[src/rtl/mmio_console_if.sv]
// Core data-memory bus plus the byte stream toward the console consumer.
interface mmio_console_if;
  logic        DM_enable;
  logic        DM_read;
  logic        DM_write;
  logic [11:0] DM_address;
  logic [31:0] DM_in;
  logic [31:0] DM_out;
  logic        hit;
  logic        tx_valid;
  logic [7:0]  tx_data;
  logic        tx_ready;

  modport slave (
    input  DM_enable, DM_read, DM_write, DM_address, DM_in, tx_ready,
    output DM_out, hit, tx_valid, tx_data
  );

  modport master (
    output DM_enable, DM_read, DM_write, DM_address, DM_in, tx_ready,
    input  DM_out, hit, tx_valid, tx_data
  );
endinterface

[src/rtl/mmio_console.sv]
// Memory-mapped console: four word registers (TXDATA, STATUS, CYCLE, CTRL)
// feeding a byte TX FIFO drained over a valid/ready stream.
module mmio_console #(
  parameter logic [11:0] BASE  = 12'hF00,
  parameter int          DEPTH = 8
) (
  input logic            clk,
  input logic            rst,
  mmio_console_if.slave  bus
);
  localparam int AW = $clog2(DEPTH);
  localparam int CW = AW + 1;

  logic [7:0]    mem_q [DEPTH];
  logic [AW-1:0] wr_ptr_q, wr_ptr_d, rd_ptr_q, rd_ptr_d;
  logic [CW-1:0] count_q, count_d;
  logic [7:0]    tx_data_q, tx_data_d;
  logic [31:0]   dm_out_q, dm_out_d;
  logic [31:0]   cycle_q, cycle_d;
  logic          drain_en_q, drain_en_d;
  logic          drop_q, drop_d;

  logic [1:0] off;
  logic       wr_en, rd_en, tx_wr, push, pop, full, empty, tx_valid;
  logic [31:0] status;

  assign off      = bus.DM_address[1:0];
  assign bus.hit  = bus.DM_enable && (bus.DM_address[11:2] == BASE[11:2]);
  assign full     = (count_q == CW'(DEPTH));
  assign empty    = (count_q == '0);
  assign tx_valid = !empty && drain_en_q;
  assign status   = {16'b0, 8'(count_q), 6'b0, full, empty};

  assign bus.tx_valid = tx_valid;
  assign bus.tx_data  = tx_data_q;
  assign bus.DM_out   = dm_out_q;

  always_comb begin
    // Read+write together is a write; the read half is dropped.
    wr_en = bus.hit && bus.DM_write;
    rd_en = bus.hit && bus.DM_read && !bus.DM_write;
    pop   = tx_valid && bus.tx_ready;
    tx_wr = wr_en && (off == 2'd0);
    // A pop on the same edge frees the slot, so a full FIFO still accepts.
    push  = tx_wr && (!full || pop);

    wr_ptr_d = push ? wr_ptr_q + AW'(1) : wr_ptr_q;
    rd_ptr_d = pop  ? rd_ptr_q + AW'(1) : rd_ptr_q;
    count_d  = count_q + CW'(push) - CW'(pop);

    // Head register: bypass the incoming byte when it becomes the new head.
    tx_data_d = tx_data_q;
    if (count_d != '0)
      tx_data_d = (push && (wr_ptr_q == rd_ptr_d)) ? bus.DM_in[7:0] : mem_q[rd_ptr_d];

    cycle_d    = (wr_en && off == 2'd2) ? bus.DM_in : cycle_q + 32'd1;
    drain_en_d = drain_en_q;
    drop_d     = drop_q || (tx_wr && full && !pop);
    if (wr_en && off == 2'd3) begin
      drain_en_d = bus.DM_in[0];
      if (bus.DM_in[1]) drop_d = 1'b0;
    end

    dm_out_d = dm_out_q;
    if (rd_en) begin
      unique case (off)
        2'd0:    dm_out_d = 32'd0;
        2'd1:    dm_out_d = status;
        2'd2:    dm_out_d = cycle_q;
        default: dm_out_d = {30'd0, drop_q, drain_en_q};
      endcase
    end
  end

  always_ff @(posedge clk or posedge rst) begin
    if (rst) begin
      wr_ptr_q   <= '0;
      rd_ptr_q   <= '0;
      count_q    <= '0;
      tx_data_q  <= '0;
      dm_out_q   <= '0;
      cycle_q    <= '0;
      drain_en_q <= 1'b1;
      drop_q     <= 1'b0;
    end else begin
      wr_ptr_q   <= wr_ptr_d;
      rd_ptr_q   <= rd_ptr_d;
      count_q    <= count_d;
      tx_data_q  <= tx_data_d;
      dm_out_q   <= dm_out_d;
      cycle_q    <= cycle_d;
      drain_en_q <= drain_en_d;
      drop_q     <= drop_d;
    end
  end

  // Storage is not reset; count/pointers decide what is valid.
  always_ff @(posedge clk) begin
    if (!rst && push) mem_q[wr_ptr_q] <= bus.DM_in[7:0];
  end
endmodule

[src/flat_wrapper.sv]
// flat-port wrapper written by rule: the top's interface ports become plain ports
module mmio_console_flat 
#(
  parameter logic [11:0] BASE  = 12'hF00,
  parameter int          DEPTH = 8
)
  (clk, rst, bus_DM_enable, bus_DM_read, bus_DM_write, bus_DM_address, bus_DM_in, bus_tx_ready, bus_DM_out, bus_hit, bus_tx_valid, bus_tx_data);
  mmio_console_if bus_i ();
  input logic clk;
  input logic rst;
  input wire logic [$bits(bus_i.DM_enable)-1:0] bus_DM_enable;
  input wire logic [$bits(bus_i.DM_read)-1:0] bus_DM_read;
  input wire logic [$bits(bus_i.DM_write)-1:0] bus_DM_write;
  input wire logic [$bits(bus_i.DM_address)-1:0] bus_DM_address;
  input wire logic [$bits(bus_i.DM_in)-1:0] bus_DM_in;
  input wire logic [$bits(bus_i.tx_ready)-1:0] bus_tx_ready;
  output wire logic [$bits(bus_i.DM_out)-1:0] bus_DM_out;
  output wire logic [$bits(bus_i.hit)-1:0] bus_hit;
  output wire logic [$bits(bus_i.tx_valid)-1:0] bus_tx_valid;
  output wire logic [$bits(bus_i.tx_data)-1:0] bus_tx_data;
  assign bus_i.DM_enable = bus_DM_enable;
  assign bus_i.DM_read = bus_DM_read;
  assign bus_i.DM_write = bus_DM_write;
  assign bus_i.DM_address = bus_DM_address;
  assign bus_i.DM_in = bus_DM_in;
  assign bus_i.tx_ready = bus_tx_ready;
  assign bus_DM_out = bus_i.DM_out;
  assign bus_hit = bus_i.hit;
  assign bus_tx_valid = bus_i.tx_valid;
  assign bus_tx_data = bus_i.tx_data;
  mmio_console #(.BASE(BASE), .DEPTH(DEPTH)) u_core (.clk(clk), .rst(rst), .bus(bus_i));
endmodule
[config.mk]
export PLATFORM = sky130hd
export DESIGN_NAME = mmio_console_flat
export DESIGN_NICKNAME = d
export VERILOG_FILES = /design/src/rtl/mmio_console_if.sv /design/src/rtl/mmio_console.sv /design/src/flat_wrapper.sv
export SDC_FILE = /design/constraint.sdc
export NUM_CORES = 1
export LEC_CHECK = 0
export ABC_AREA = 1
export CAP_MARGIN = 30
export CORE_MARGIN = 2
export CORE_UTILIZATION = 45
export DETAILED_ROUTE_END_ITERATION = 10
export HOLD_SLACK_MARGIN = 0.15
export MAX_ROUTING_LAYER = met4
export PLACE_DENSITY = 0.67
export SYNTH_ARGS = -nofsm -noshare
export SYNTH_HDL_FRONTEND = slang
export SYNTH_SLANG_ARGS = --single-unit
[constraint.sdc]
create_clock -name clk -period 4.4 [get_ports clk]
set_input_delay 0.88 -clock clk [delete_from_list [all_inputs] [get_ports clk]]
set_output_delay 0.88 -clock clk [all_outputs]
set_load 0.02 [all_outputs]
### Word-level counts from Yosys, hierarchy flattened

Memories as Yosys holds them, arrays and structs flattened.
Cells that the tools add are included.

| cells by class | value |
|---|---|
| $add $sub $neg | 5 |
| eq/ne operators | 6 |
| muxes and demuxes | 8 |
| reductions and logical operators | 24 |

Operators with widths:

| cell | number |
|---|---|
| 32-bit case mux with 3 select lines | 1 |
| 32-bit by 1-bit adder with 32-bit output (second input constant) | 1 |
| 32-bit two-way mux | 1 |
| 1-bit logical AND | 14 |
| 10-bit equality test (second input constant) | 1 |
| 8-bit two-way mux | 1 |
| 3-bit by 1-bit adder with 3-bit output (second input constant) | 2 |
| 1-bit logical NOT | 5 |
| 4-bit by 1-bit adder with 4-bit output | 1 |
| 2-bit equality test (second input constant) | 2 |
| 4-bit equality test (second input constant) | 1 |
| 4-bit logical NOT | 1 |
| 1-bit two-way mux | 4 |
| 4-bit nonzero test | 1 |
| 4-bit by 1-bit subtractor with 4-bit output | 1 |
| 3-bit equality test | 1 |
| 3-bit two-way mux | 1 |
| 2-bit by 1-bit equality test with 1-bit output (second input constant) | 1 |
| 2-bit logical NOT | 1 |
| 1-bit logical OR | 2 |

| word-level totals | value |
|---|---|
| register bits | 84 |
| memory bits (writable) | 64 |
| logic and storage cells | 52 |
| memories kept | 1 |

Memories:

| name | words | width | read ports | clocked after memory_dff | write ports | line | RTL |
|---|---|---|---|---|---|---|---|
| u_core.mem_q | 8 | 8 | 1 | 0 | 1 | mmio_console.sv:14 | `logic [7:0] mem_q [DEPTH];` |

### Logic depth before layout (Yosys ltp)

| logic depth | value |
|---|---|
| word-level depth | 9 |
| depth in mapped cells | 17 |
| depth with buffers taken out | 16 |

### Worst setup path before layout

OpenSTA, ideal clock, no wires.

| timing | value |
|---|---|
| path kind | input to register |
| from | in rst |
| to | mem u_core.mem_q[6][0] (enable) |
| setup time | 0.371 ns |
| arrival time | 3.421 ns |
| data required time | 4.029 ns |
| slack | 0.607 ns |
| cell stages on the path | 3 |
| path buffers | 0 |
| cells stage by stage | inv_1 -> nand3_1 -> nor2_1 |

| between the ends | value |
|---|---|
| word-level cells in the longest chain between the ends | 4 |

RTL lines:

| element | line | RTL |
|---|---|---|
| start: declaration | flat_wrapper.sv:10 | `input logic rst;` |
| 1-bit logical NOT (no source line) | - |  |
| 1-bit logical AND | mmio_console.sv:99 | `if (!rst && push) mem_q[wr_ptr_q] <= bus.DM_in[7:0];` |
| 1-bit two-way mux | mmio_console.sv:99 |  |
| 1-bit two-way mux (not written as such) | mmio_console.sv:99 |  |
| end: declaration | mmio_console.sv:14 |  |

Every way passes these cells.

### Final worst setup path

| timing | value |
|---|---|
| from | in bus_DM_address[3] |
| to | out bus_hit |

| between the ends | value |
|---|---|
| word-level cells in the longest chain between the ends | 2 |

RTL lines:

| element | line | RTL |
|---|---|---|
| start: declaration | flat_wrapper.sv:14 | `input wire logic [$bits(bus_i.DM_address)-1:0] bus_DM_address;` |
| 10-bit equality test | mmio_console.sv:28 | `assign bus.hit = bus.DM_enable && (bus.DM_address[11:2] == BASE[11:2]);` |
| 1-bit logical AND | mmio_console.sv:28 |  |
| end: declaration | flat_wrapper.sv:18 | `output wire logic [$bits(bus_i.hit)-1:0] bus_hit;` |

Every way passes these cells.

==> out/qor.txt <==
Final #Nets: 1,000
Post-synth EDFFs: 64
row cnt: 46
TritonCTS clock tree: done
clk slew on worst S/H paths: 60 ps
Tot GR Track Use: 0.225
most frequent cells in the layout: nand2_1 (265), inv_1 (123), clkdlybuf4s50_1 (91)
Post-Syn Instances: 847
Final Total Pwr: 3380 µW
outcome: complete, no violations
CTS buffer count: 17
initial drt markers: 483
worst hold slack: 485 ps
CTS root buf: clkbuf_16
Post-synth top flop: dfrtp_1
post-route ant nets: 0
ant diodes: 0
Die H: 132 µm
CP Launch Type: input port
Post-Syn Area: 0.00741 mm²
largest area contributor in the netlist: dfrtp_1
share of layout cells above drive strength 1: 0.0850
FF-to-FF Start: u_core.count_q[2]
GRT Residual Overflow: 0
CP required: 3520 ps
highest clock rate: 300 MHz
top cells by area, synth: dfrtp_1 (28%), edfxtp_1 (26%), nand2_1 (13%)
Yosys cell types: 41
core area: 0.0160 mm²
vias in the first global route: 5,767
number of fill cells: 1,449
Min-Delay Endpoint: u_core.bus.DM_out[8]
clock buffer depth: 2
static leakage: 0.00420 µW
commonest non-fill, non-tap cell in the layout: nand2_1
Setup crit end kind: output port
First-pass DRT Iterations: 8
clock insertion delay at the later pin of the skew report: 430 ps
DR WL/cell: 15.5 µm
critical path class: in -> out
top-area cell type share of the netlist area: 0.280
reg2reg end: u_core.bus.tx_data[3]
Initial Util: 0.463
Seq cells post-synth: 148
Post-route DRC: 0
post-layout min period: 3330 ps
r2r setup slk: 1390 ps
Placer Congestion: 0.882
PwrDens: 367 mW/mm²
Area Growth Syn to Fin: 24.3%
postcts setup bufs: 0
# Max-Cap Violations: 0
Worst slew margin: 0.412
H-tree Lvls: 4
Sink Count: 148
vias per cell: 5.03
crit share post-route: 0.756
largest net degree at the start of global routing: 67
Avg Cell Area, Syn: 8.75 µm²
final core occ: 0.576
via count: 5,885
min-delay src: u_core.bus.DM_out[8]
Final Setup Violations: 0
R2R cell count: 17
ys async rst share: 0.568
I/O pin cnt: 92
Die Area: 0.0175 mm²
syn_nets: 907
RSZ-0062 raised after global routing: no
Setup TNS: 0 ps
pre-CTS WS: 635 ps
Ys Warns: 0
post-route setup slack: 1070 ps
Worst Hold Class: reg -> reg
first-pass GRT wire length: 29,800 µm
actual slew at the worst max-slew pin: 878 ps
crit path cell chain: clkdlybuf4s50_1 -> nor2_1 -> nand2_1 -> nor2_1 -> nand2_1 -> inv_2 -> clkdlybuf4s50_1
Final Max Slew Viols: 0
maximum fanout along the worst path: 3
die width: 132 µm
Slowest-stage cell, CP: clkdlybuf4s50_1
Critical Path AT: 2450 ps
Clock Skew: 6.35 ps
initial antenna violation count: 0
count of buffers from port buffering: 91
critical path's top delay family: buffers and inverters
Detailed Route WL: 18,100 µm
Final Hold Vio Count: 0
hold buffer count at cts: 0
hold path depth: 2
HPWL after DPL: 13,100 µm
post-CTS sizing: 0
WP buf/inv: 3
worst vdd ir: 299 µV
sequential element share of the synthesized area: 0.543
CP max stage delay: 600 ps
[worst max path at each step]
stage / from / to / slack, ps / cells past startpoint
after floorplan: rst / u_core.mem_q[6][0] / 610 / 3
after global placement: bus_DM_address[3] / u_core.bus.tx_data[3] / 730 / 16
after detailed placement: bus_DM_address[3] / u_core.bus.tx_data[3] / 640 / 16
after CTS: bus_DM_address[3] / bus_hit / 1060 / 7
after global routing: bus_DM_address[5] / u_core.bus.tx_data[2] / 810 / 16
final: bus_DM_address[3] / bus_hit / 1070 / 7
[cell usage after synthesis, drive strengths merged (8+ instances only)]
cell type / number
nand2: 276
inv: 131
dfrtp: 83
nand3: 71
edfxtp: 64
nor2: 48
o21ai: 31
xor2: 21
nand4: 17
nor3: 16
buf: 15
o31ai: 14
a21oi: 9
ha: 9
clkbuf: 8
xnor2: 8
[registers in the layout (all words and copies together), names as in the netlist]
signal / cells
u_core.count_q: 4
u_core.cycle_q: 32
u_core.drain_en_q: 1
u_core.mem_q: 64
u_core.bus.tx_data: 8
u_core.rd_ptr_q: 3
u_core.wr_ptr_q: 3
u_core.drop_q: 1
u_core.bus.DM_out: 32
[logic make-up (layout without fill, tap and decap cells)]
family / Yosys count / after routing / share of synthesized area
buffers and inverters: 154 / 260 / 0.0827
multiplexers: 5 / 5 / 0.00675
AO/OA/AOI/OAI: 68 / 68 / 0.0543
AND/OR/NAND/NOR: 433 / 433 / 0.261
XOR/XNOR: 29 / 29 / 0.0343
adder cells (fa/ha/maj): 10 / 10 / 0.0179
flip-flops: 148 / 148 / 0.543
[report_power, final]
| part | internal, µW | total [µW] | leakage (µW) | switching [µW] |
|---|---|---|---|---|
| clock | 1050 | 1630 | 0.000328 | 581 |
| combinational | 98.2 | 219 | 0.00224 | 121 |
| sequential | 1480 | 1530 | 0.00164 | 51.5 |
| total | 2630 | 3380 | 0.00420 | 753 |
[per-stage QoR]
stage,std cells,area (µm²)
2_1_floorplan,847,7410
3_3_place_gp,1136,8520
3_5_place_dp,1137,8550
4_1_cts,1169,9220
5_1_grt,1169,9220
6_report,1169,9220
[metal layers]
| metal | vias to the layer above | global-route usage | part of all wire |
|---|---|---|---|
| met5 | - | - | 0 |
| met4 | 0 | 0.0675 | 0.014 |
| met3 | 21 | 0.0450 | 0.058 |
| met2 | 179 | 0.336 | 0.46 |
| met1 | 2779 | 0.310 | 0.47 |
| li1 | 2906 | - | - |
[worst register-to-register path, stage by stage, from the launching register on]
cell	delay (ps)
dfrtp_1	360
inv_1	120
ha_1	220
nand2_4	110
nand3_4	120
inv_1	60
ha_1	270
inv_1	60
ha_1	160
inv_1	60
fa_1	480
inv_1	50
or2_2	280
nor3_2	150
buf_4	200
inv_1	80
nand2_1	70
nand2_1	50
[cell type report]
cell class	instances	area, µm²	area share
clock inverters	10	165	0.0179
multi-input cells	545	2780	0.302
well taps	216	270	0.0293
clock buffers	22	504	0.0547
inverters	131	493	0.0535
flip-flops and latches	148	4030	0.437
repair buffers	97	976	0.106
Note: power is estimated with default switching activity, not from simulation.
